[src/rtl/adc_capture.sv]
`default_nettype none
// ============================================================================
// adc_capture : dual-channel ADC capture with FWFT output FIFO and an
//               optional rising-edge trigger (macro ADC_CAPTURE_TRIGGER_EN).
// Revision    : 1.0
// ============================================================================
module adc_capture #(
  parameter int NSAMP      = 1024,
  parameter int FIFO_DEPTH = 64
) (
  input  logic        clk,
  input  logic        rst_n,
  input  logic        start,
  input  logic [11:0] chan_a,
  input  logic [11:0] chan_b,
  input  logic [11:0] trig_level,
  output logic [23:0] out_data,
  output logic        out_valid,
  input  logic        out_ready,
  output logic        busy,
  output logic        done,
  output logic        overflow
);

  localparam int          AW     = $clog2(FIFO_DEPTH);
  localparam logic [15:0] C_LAST = 16'(NSAMP - 1);

`ifdef ADC_CAPTURE_TRIGGER_EN
  typedef enum logic [1:0] {
    IDLE      = 2'd0,
    WAIT_TRIG = 2'd1,
    CAPTURE   = 2'd2,
    FLUSH     = 2'd3
  } state_t;
`else
  typedef enum logic [1:0] {
    IDLE    = 2'd0,
    CAPTURE = 2'd2,
    FLUSH   = 2'd3
  } state_t;
`endif

  state_t      r_state;
  state_t      w_next;
  logic [15:0] r_cnt;
  logic [23:0] r_mem [FIFO_DEPTH];
  logic [AW:0] r_wptr;
  logic [AW:0] r_rptr;
  logic        r_ovf;

  logic        w_empty;
  logic        w_full;
  logic        w_pop;
  logic        w_push;
  logic        w_samp;
  logic        w_last;
  logic        w_start;
  logic        w_trig;

  // Pointers carry one extra wrap bit so full and empty are distinguishable.
  assign w_empty = (r_wptr == r_rptr);
  assign w_full  = (r_wptr[AW] != r_rptr[AW]) &&
                   (r_wptr[AW-1:0] == r_rptr[AW-1:0]);
  assign w_pop   = !w_empty && out_ready;
  assign w_start = (r_state == IDLE) && start;
  assign w_last  = (r_cnt == C_LAST);

`ifdef ADC_CAPTURE_TRIGGER_EN
  logic [11:0] r_prev_a;
  logic        r_prev_vld;

  // r_prev_vld is low in the first WAIT_TRIG cycle, so a stale sample never fires.
  always_ff @(posedge clk) begin
    if (!rst_n) begin
      r_prev_a   <= 12'd0;
      r_prev_vld <= 1'b0;
    end else begin
      r_prev_a   <= chan_a;
      r_prev_vld <= (r_state == WAIT_TRIG);
    end
  end

  assign w_trig = (r_state == WAIT_TRIG) && r_prev_vld &&
                  ($signed(r_prev_a) <  $signed(trig_level)) &&
                  ($signed(chan_a)   >= $signed(trig_level));
`else
  logic w_unused_trig;
  assign w_unused_trig = ^trig_level;
  assign w_trig        = 1'b0;
`endif

  // The crossing sample itself is written, so triggering also counts as a sample.
  assign w_samp = (r_state == CAPTURE) || w_trig;
  assign w_push = w_samp && (!w_full || w_pop);

  always_comb begin
    w_next = r_state;
    case (r_state)
      IDLE: begin
        if (start) begin
`ifdef ADC_CAPTURE_TRIGGER_EN
          w_next = WAIT_TRIG;
`else
          w_next = CAPTURE;
`endif
        end
      end
`ifdef ADC_CAPTURE_TRIGGER_EN
      WAIT_TRIG: begin
        if (w_trig) begin
          w_next = w_last ? FLUSH : CAPTURE;
        end
      end
`endif
      CAPTURE: begin
        if (w_last) begin
          w_next = FLUSH;
        end
      end
      FLUSH: begin
        if (w_empty) begin
          w_next = IDLE;
        end
      end
      default: w_next = IDLE;
    endcase
  end

  always_ff @(posedge clk) begin
    if (!rst_n) begin
      r_state <= IDLE;
    end else begin
      r_state <= w_next;
    end
  end

  // Dropped samples still advance the counter so acquisition length is fixed in time.
  always_ff @(posedge clk) begin
    if (!rst_n) begin
      r_cnt <= 16'd0;
      r_ovf <= 1'b0;
    end else if (w_start) begin
      r_cnt <= 16'd0;
      r_ovf <= 1'b0;
    end else if (w_samp) begin
      r_cnt <= r_cnt + 16'd1;
      if (!w_push) begin
        r_ovf <= 1'b1;
      end
    end
  end

  always_ff @(posedge clk) begin
    if (!rst_n) begin
      r_wptr <= '0;
      r_rptr <= '0;
    end else begin
      if (w_push) begin
        r_wptr <= r_wptr + 1'b1;
      end
      if (w_pop) begin
        r_rptr <= r_rptr + 1'b1;
      end
    end
  end

  always_ff @(posedge clk) begin
    if (w_push) begin
      r_mem[r_wptr[AW-1:0]] <= {chan_a, chan_b};
    end
  end

  assign out_valid = !w_empty;
  assign out_data  = w_empty ? 24'd0 : r_mem[r_rptr[AW-1:0]];
  assign busy      = (r_state != IDLE);
  assign done      = (r_state == FLUSH) && w_empty;
  assign overflow  = r_ovf;

endmodule
`default_nettype wire

[config.mk]
export PLATFORM = sky130hd
export DESIGN_NAME = adc_capture
export DESIGN_NICKNAME = d
export VERILOG_FILES = /design/src/rtl/adc_capture.sv
export SDC_FILE = /design/constraint.sdc
export NUM_CORES = 1
export LEC_CHECK = 0
export CORE_MARGIN = 2
export CORE_UTILIZATION = 25
export CTS_CLUSTER_SIZE = 12
export DETAILED_ROUTE_END_ITERATION = 16
export GPL_ROUTABILITY_DRIVEN = 0
export HOLD_SLACK_MARGIN = 0.12
export PLACE_DENSITY = 0.46
export SETUP_SLACK_MARGIN = 0.05
export SYNTH_ARGS = -nofsm -noshare
export SYNTH_HDL_FRONTEND = slang
export SYNTH_SLANG_ARGS = --single-unit
[constraint.sdc]
create_clock -name clk -period 8.12 [get_ports clk]
set_clock_uncertainty 0.05 [all_clocks]
set_input_delay 1.624 -clock clk [delete_from_list [all_inputs] [get_ports clk]]
set_output_delay 1.624 -clock clk [all_outputs]
set_load 0.01 [all_outputs]
==> results.json <==
{
  "htreeDepth": 4,
  "clock.fmax_mhz": 149,
  "drt-met1-wl_mm": 75.5,
  "antenna_found_initial": 15,
  "drc": 0,
  "die_h_um": 495,
  "hold_viol": 0,
  "grt_pass1_wl_mm": 231,
  "grt_max_degree": 99,
  "critPathKind": "reg2out",
  "critPathRequiredTime_ns": 6.45,
  "tns_ns": 0,
  "r2r_slack_ns": 3.97,
  "ys_dominant_reg_cell": "edfxtp_1",
  "cts_sinks": 1575,
  "fin_crit_ns": 6.73,
  "drtPass1Iterations": 7,
  "slew_headroom_pct": 13.9,
  "post-route-period-util_pct": 82.9,
  "cts_buffer_depth": 3,
  "avgSynthCellArea_um2": 23.0,
  "ys_warn_count": 0,
  "wl_met2_mm": 78.0,
  "rows": 180,
  "die-area_um2": 245000,
  "start_util_pct": 25.1,
  "p_per_area_nw_per_um2": 256,
  "holdWs_ns": 0.445,
  "drive_gt1_share_pct": 29.6,
  "cts_made_buffers": 161,
  "dr_wl_met3_mm": 8.36,
  "cts-hold-fix-buffers": 0,
  "clock_latency_ns": 0.79,
  "antenna_left": 0,
  "drtIter0Drc": 2938,
  "yosys.area.top_type": "edfxtp_1",
  "ys_seq_elements": 1575,
  "ys_types": 50,
  "crit_path_end_kind": "primary output",
  "dp.final_hpwl_mm": 90.0,
  "crit_chain": "buf_12, mux4_2, mux4_2, mux2i_1, nor2_1, a221o_1, clkdlybuf4s50_1",
  "fillers": 23300,
  "cts-root-buf": "clkbuf_16",
  "nets": 2867,
  "cpMostUsedCell": "mux4_2",
  "core_area_um2": 240000,
  "finish.utilization_pct": 29.3,
  "die_w_um": 495,
  "syn_area_um2": 60400,
  "path_buf_inv": 2,
  "synthTopCellsByArea": "edfxtp_1, mux4_2, dfxtp_1",
  "postCtsSetupBuffers": 0,
  "pin_count": 68,
  "vias": 28200,
  "ys_async_sr_fraction_pct": 0,
  "hp-class": "reg2reg",
  "portBuffers": 55,
  "synth_edf_count": 1536,
  "cap_violations": 0,
  "slowest_stage": "mux2i_1",
  "final.setup.worst_slack_ns": 1.39,
  "arrival_ns": 5.06,
  "synth_top_area_share_pct": 76.4,
  "tightest_slew_ns": 1.29,
  "max_stage_delay_ns": 0.91,
  "drv_slew": 0,
  "ir_drop_uv": 163,
  "synth_most_common_cell": "edfxtp_1",
  "highest_layer": "met4",
  "critPathMaxFanout": 37,
  "via_per_inst": 4.60,
  "path_delay_family": "multiplexers",
  "yosysSeqAreaShare_pct": 77.7,
  "rsz0062_at_grt": "false",
  "post_drt_wl_per_cell_um": 27.1,
  "status": "completed",
  "syn_nets": 2668,
  "synth_commonest_cells": "edfxtp_1, mux4_2, nor2_1",
  "pre_cts_slack_ns": 2.10,
  "cts_resized": 0,
  "routed_wl_mm": 166,
  "grt_pass1_vias": 29000,
  "grt_usage_pct": 13.4,
  "cts_tree": "built",
  "overflow": 0,
  "area_growth_pct": 16.5,
  "setup_viol": 0,
  "syn_inst": 2625,
  "cp-start-kind": "flip-flop",
  "p_leak_nw": 20.6,
  "clk_pin_slew_ns": 0.06
}
-- state kept, by name, summed over array words and instances (netlist names), named ones only --
name and cells:
r_rptr 7, r_wptr 7, r_mem 1536, r_state 2
r_cnt 16, overflow 1
-- through the flow --
stage / total power, mW / instances / area, µm²
after floorplan: 10.4 / 2625 / 60400
after global placement: 11.3 / 5846 / 65600
after detailed placement: 11.3 / 5846 / 65600
after CTS: 18.3 / 6114 / 70400
after global routing: 18.6 / 6114 / 70400
final: 18.0 / 6115 / 70400
-- layout make-up --
cell class | count | area (µm²) | share of cell area, %
clock inverter | 46 | 405 | 0.576
timing repair buffer | 177 | 1430 | 2.04
clock buffer | 222 | 4370 | 6.21
sequential | 1575 | 46900 | 66.7
inverter | 9 | 37.5 | 0.0533
multi-input combinational | 900 | 13200 | 18.8
tap | 3185 | 3990 | 5.66
antenna | 1 | 2.50 | 0.00356
-- layer usage --
layer	GRT usage, %	vias to the layer above
met2	21.1	814
met1	19.3	15600
li1	-	11600
met3	1.91	214
met4	3.49	0
met5	0	-
-- cell usage in the layout (no fill, tap or decap), types with 7 or more instances in the layout --
cell                n
a211oi_1            7
clkbuf_1           54
nor2_2              9
buf_2              24
o211ai_1           20
dfxtp_1            34
edfxtp_1         1536
or2_1              17
nand3_1            16
a21oi_1            11
o21ai_0            11
inv_1               7
nor2_4             55
a221o_1            17
clkinv_1           24
mux4_2            450
mux2i_1            25
xor2_1             13
clkbuf_16         165
buf_12              7
nor2_1             68
xnor2_1            15
a22oi_1            17
nand2_1            75
buf_4             115
clkdlybuf4s50_1    31
-- final timing paths --
| check | start | to | depth (start not counted) |
|---|---|---|---|
| worst max register to register | r_wptr[0] | r_mem[22][3] | 7 |
| worst min register to register | r_cnt[1] | r_cnt[1] | 2 |
| worst max-delay path | flip-flop | out_data[18] | 7 |
| worst min-delay path | r_cnt[1] | r_cnt[1] | 2 |
-- worst reg2reg max path, cell delays in order, from the launching register on --
cell and delay (ns):
dfxtp_1 0.52, xor2_1 0.24, nor4_2 0.08, buf_4 0.20, a21oi_2 0.37, nand4b_1 0.88, nor2_4 0.97, buf_4 0.48
-- cell families (layout without fill, tap and decap cells) --
kind of cell	after synthesis	count (layout)	synth area share (%)
AO/OA/AOI/OAI	109	109	1.34
XOR/XNOR	28	28	0.406
adder cells (fa/ha/maj)	3	3	0.0622
buffers and inverters	150	454	1.21
flip-flops	1575	1575	77.7
multiplexers	475	475	17.2
other	0	1	0
AND/OR/NAND/NOR	285	285	2.10
-- power breakdown --
part           internal [mW]  leakage, nW  switching (mW)
combinational          0.921         4.18            1.13
clock                   3.88         2.31            3.10
sequential              8.95         14.1          0.0608
total                   13.8         20.6            4.29
(Power assumes the default switching activity.)
